===== src/rtl/fetch_unit.sv =====
// fetch_unit: program counter, single-outstanding imem read, and 2-entry instruction buffer for decode
module fetch_unit #(
    parameter logic [31:0] RESET_PC = 32'h0000_0000
) (
    input  logic        clk,
    input  logic        rst_n,
    output logic        imem_req,
    output logic [31:0] imem_addr,
    input  logic        imem_ack,
    input  logic [31:0] imem_rdata,
    output logic        instr_valid,
    output logic [31:0] instr,
    output logic [31:0] instr_pc,
    input  logic        instr_ready,
    input  logic        branch_en,
    input  logic [31:0] branch_simm
);
    typedef enum logic [1:0] {IDLE, FETCH, FLUSH} state_t;
    state_t state, state_nx;
    logic [31:0] pc, pc_nx, addr_nx, base;
    logic [63:0] e0, e1, e0_nx, e1_nx, s0, s1;
    logic [1:0] cnt, cnt_nx, mid;
    logic xfer, accept, br, pop, push, hold, discard_nx, issue;

    assign imem_req    = state != IDLE;
    assign instr_valid = cnt != 2'd0;
    assign instr_pc    = e0[63:32];
    assign instr       = e0[31:0];

    // Entries shift toward the head on pop and are zeroed when vacated, so an empty head reads as 0.
    always_comb begin
        xfer       = imem_req && imem_ack;
        accept     = instr_valid && instr_ready;
        br         = accept && branch_en;
        pop        = accept && !branch_en;
        push       = xfer && state == FETCH && !br;
        mid        = cnt - {1'b0, pop};
        s0         = pop ? e1 : e0;
        s1         = pop ? 64'd0 : e1;
        e0_nx      = br ? 64'd0 : (push && mid == 2'd0) ? {imem_addr, imem_rdata} : s0;
        e1_nx      = br ? 64'd0 : (push && mid == 2'd1) ? {imem_addr, imem_rdata} : s1;
        cnt_nx     = br ? 2'd0 : mid + {1'b0, push};
        hold       = imem_req && !xfer;
        discard_nx = br ? hold : (state == FLUSH && !xfer);
        base       = br ? instr_pc + 32'd4 + (branch_simm << 2) : pc;
        issue      = !hold && cnt_nx != 2'd2 && !discard_nx;
        pc_nx      = issue ? base + 32'd4 : base;
        addr_nx    = issue ? base : imem_addr;
        state_nx   = issue ? FETCH : !hold ? IDLE : discard_nx ? FLUSH : FETCH;
    end

    // State, PC, outstanding request address and buffer entries.
    always_ff @(posedge clk or negedge rst_n) begin
        if (!rst_n) begin
            state     <= IDLE;
            pc        <= RESET_PC;
            imem_addr <= RESET_PC;
            e0        <= 64'd0;
            e1        <= 64'd0;
            cnt       <= 2'd0;
        end else begin
            state     <= state_nx;
            pc        <= pc_nx;
            imem_addr <= addr_nx;
            e0        <= e0_nx;
            e1        <= e1_nx;
            cnt       <= cnt_nx;
        end
    end
endmodule


===== config.mk =====
export PLATFORM = sky130hd
export DESIGN_NAME = fetch_unit
export DESIGN_NICKNAME = d
export VERILOG_FILES = /design/src/rtl/fetch_unit.sv
export SDC_FILE = /design/constraint.sdc
export NUM_CORES = 1
export LEC_CHECK = 0
export ABC_AREA = 1
export CELL_PAD_IN_SITES_DETAIL_PLACEMENT = 1
export CELL_PAD_IN_SITES_GLOBAL_PLACEMENT = 2
export CORE_ASPECT_RATIO = 1.75
export CORE_UTILIZATION = 36
export DETAILED_ROUTE_END_ITERATION = 8
export DONT_BUFFER_PORTS = 1
export PLACE_DENSITY_LB_ADDON = 0.12
export SYNTH_ARGS = -nofsm -noshare
export SYNTH_HDL_FRONTEND = slang
export SYNTH_SLANG_ARGS = --single-unit

===== constraint.sdc =====
create_clock -name clk -period 4.79 [get_ports clk]
set_clock_uncertainty 0.15 [all_clocks]
set_input_delay 0 -clock clk [delete_from_list [all_inputs] [get_ports clk]]
set_output_delay 0 -clock clk [all_outputs]
set_load 0.005 [all_outputs]

==> results.toml <==
[run_status]
status = "finished, violations left"
failed_checks = "design-rule violations"

[floorplan]
fp.dieW_um = 138
fp.dieH_um = 241
io_pins = 167
die_area_mm2 = 0.0334
start_util_pct = 36.6
fp.coreArea_mm2 = 0.0321
fp-row-count = 87

[timing]
worst_pin_slew_ns = 1.12
finalSetupTns_ns = 0
fin_ws_ns = 1.11
slew_headroom_pct = 25.3
rsz0062_at_grt = "false"
finalHoldViolations = 0
setup_viol_count_final = 0
maxSlewViolCount = 0
max_freq_mhz = 272
period_share_pct = 76.8
timing.final.crit_period_ns = 3.68
hold-worst-slack_ns = 0.0465

[global_route]
antenna_found_initial = 0
grt-ovfl-total = 0
grt_max_degree = 197
grt_pass1_wl_mm = 57.4
grt_pass1_vias = 10698
grt_usage_pct = 22.3

[power]
power_mw = 8.65
p_leak_nw = 6.89
powerDensity_mw_per_mm2 = 659
peakVddDrop_v = 0.000400

[synthesis]
syn_area_mm2 = 0.0117
yosysSeqAreaShare_pct = 41.8
synth_ff_type = "dfrtp_1"
ys_ff_latch = 196
async_flop_share_pct = 100
syn_area_per_cell_um2 = 7.44
synth_warnings = 0
synth_fp_nets = 1707
synthDistinctLibCells = 39
synthCells = 1577
synth_edf_count = 0

[setup_path]
cp.arrival_ns = 3.87
cp-end-kind = "flip-flop"
worstPathRequired_ns = 4.98
rrSetupSlack_ns = 1.11
start_kind = "flip-flop"
path_class = "reg -> reg"
critical_path.max_fanout = 4

[clocking]
holdBufCountCts = 41
cts_buffer_depth = 2
clkTransAtPathRegs_ns = 0.07
clkSinkCount = 196
cts_tree = "built"
h-tree-depth = 4
clock-root-buffer = "clkbuf_16"
cts_resized = 0
clk_latency_ns = 0.44
cts_setup_buffers = 0
numCtsBuffers = 17

[finish]
drive_above_1_share_pct = 6.34
seqCellArea_mm2 = 0.00490
fillers = 3971
final_core_util_pct = 40.9
multi_input_area_mm2 = 0.00563
syn_to_final_growth_pct = 11.8
layout.nets = 1711
insertedDiodeCount = 0

[routing]
wire_per_inst_um = 18.1
routed_wl_mm = 36.2
via_count = 10157
drt-initial-drc-count = 298
drtPass1Iterations = 7
drc = 16
ant_nets = 0
vias_per_cell = 5.10

[place]
post-place-ws_ns = 1.09
finalWeightedCongestion = 0.897
io_buffers = 0
dp_hpwl_mm = 26.2

[run]
max_cap_viol_count = 0

[worst_hold_path]
hold_class = "in -> reg"
-- worst max-delay path: stages, from the launching register on --
cell	delay, ns
dfrtp_1	0.41
inv_1	0.11
ha_1	0.21
inv_1	0.07
ha_1	0.23
inv_1	0.07
fa_1	0.38
inv_1	0.10
nand2_1	0.07
nand2_1	0.09
nand3_1	0.09
nand2_1	0.17
nand2_1	0.08
nand3_1	0.07
nand2_1	0.13
nor2_1	0.24
nand3_4	0.12
nor2_4	0.17
nand3_1	0.14
nor2_2	0.24
nand3_1	0.10
nand2_1	0.08
inv_1	0.04
-- metrics by stage --
stage / cell area [µm²] / cells
3_5_place_dp: 12100 / 1921
6_report: 13100 / 1993
4_1_cts: 13100 / 1993
3_3_place_gp: 12100 / 1921
2_1_floorplan: 11700 / 1577
5_1_grt: 13100 / 1993
-- cells by family (layout without fill, tap and decap cells) --
kind of cell	count (synthesis)	in the layout	synth area share, %
AND/OR/NAND/NOR	722	722	27.8
flip-flops	196	196	41.8
buffers and inverters	318	334	10.6
XOR/XNOR	26	26	1.94
adder cells (fa/ha/maj)	61	61	6.57
AO/OA/AOI/OAI	254	254	11.3
-- routing by layer --
metal / up-vias / wire [µm] / track usage [%]
li1: 5022 / - / -
met3: 37 / 1340 / 4.48
met2: 140 / 19200 / 42.0
met1: 4958 / 14800 / 25.1
met5: - / 0 / 0
met4: 0 / 814 / 7.18
-- cells in the mapped netlist, types with 2 or more instances --
library cell | number | share of area (%)
buf_6 | 5 | 0.48
xnor2_1 | 5 | 0.37
buf_1 | 5 | 0.16
nor2_8 | 4 | 0.68
buf_2 | 6 | 0.26
nor2_4 | 2 | 0.19
nand2_2 | 7 | 0.37
or2_2 | 21 | 1.1
and2_1 | 2 | 0.11
or2_1 | 3 | 0.16
nand2_4 | 4 | 0.38
inv_2 | 7 | 0.22
nor2_1 | 101 | 3.2
nand3_4 | 3 | 0.45
nand3_2 | 2 | 0.17
nand3b_1 | 4 | 0.26
o22ai_1 | 32 | 1.7
inv_1 | 246 | 7.9
nor3_1 | 9 | 0.38
ha_1 | 60 | 6.4
a21oi_1 | 54 | 2.3
nand3_1 | 179 | 7.6
nor2_2 | 5 | 0.27
clkbuf_1 | 48 | 1.5
o21ai_0 | 161 | 6.9
dfrtp_1 | 196 | 42
nand2_1 | 362 | 12
a31oi_1 | 2 | 0.11
xor2_1 | 21 | 1.6
nand4_1 | 11 | 0.59
o21ai_1 | 2 | 0.085
-- report_power, final --
group	internal (mW)	switching (mW)	total, mW
registers	2.35	0.552	2.90
logic	1.33	2.83	4.16
clock network	0.930	0.654	1.58
total	4.61	4.04	8.65
-- worst paths after layout --
check                           startpoint            end  depth (start not counted)
max                                 e0[34]         pc[30]                         22
min                        branch_simm[29]  imem_addr[31]                          6
max reg2reg                         e0[34]         pc[30]                         22
min reg2reg                          pc[1]          pc[1]                          2
max in group asynchronous            rst_n   imem_addr[5]                          2
min in group asynchronous            rst_n         e0[55]                          2
-- state kept, by name, indices dropped and copies added, names as in the netlist --
signal / cells
e1: 64
e0: 64
cnt: 2
pc: 32
imem_addr: 32
state: 2
-- cell usage in the layout (no fill, tap or decap), drive strengths merged, types with 2 or more instances in the layout --
cell	count
nand2	373
inv	256
dfrtp	196
nand3	184
o21ai	164
nor2	112
ha	60
a21oi	54
dlygate4sd3	40
o22ai	32
or2	25
xor2	21
clkbuf	20
nand4	11
nor3	10
buf	9
xnor2	5
bufinv	5
nand3b	4
and2	3
a31oi	2
clkinv	2
clkinvlp	2
-- cell type report --
cell class / instances / share of cell area, %
multi-input cells: 1063 / 42.9
clock buffers: 20 / 3.33
well taps: 400 / 3.81
inverters: 254 / 7.28
repair buffers: 49 / 3.81
flip-flops and latches: 196 / 37.4
clock inverters: 11 / 1.53
Power figures use the tool's default switching activity.
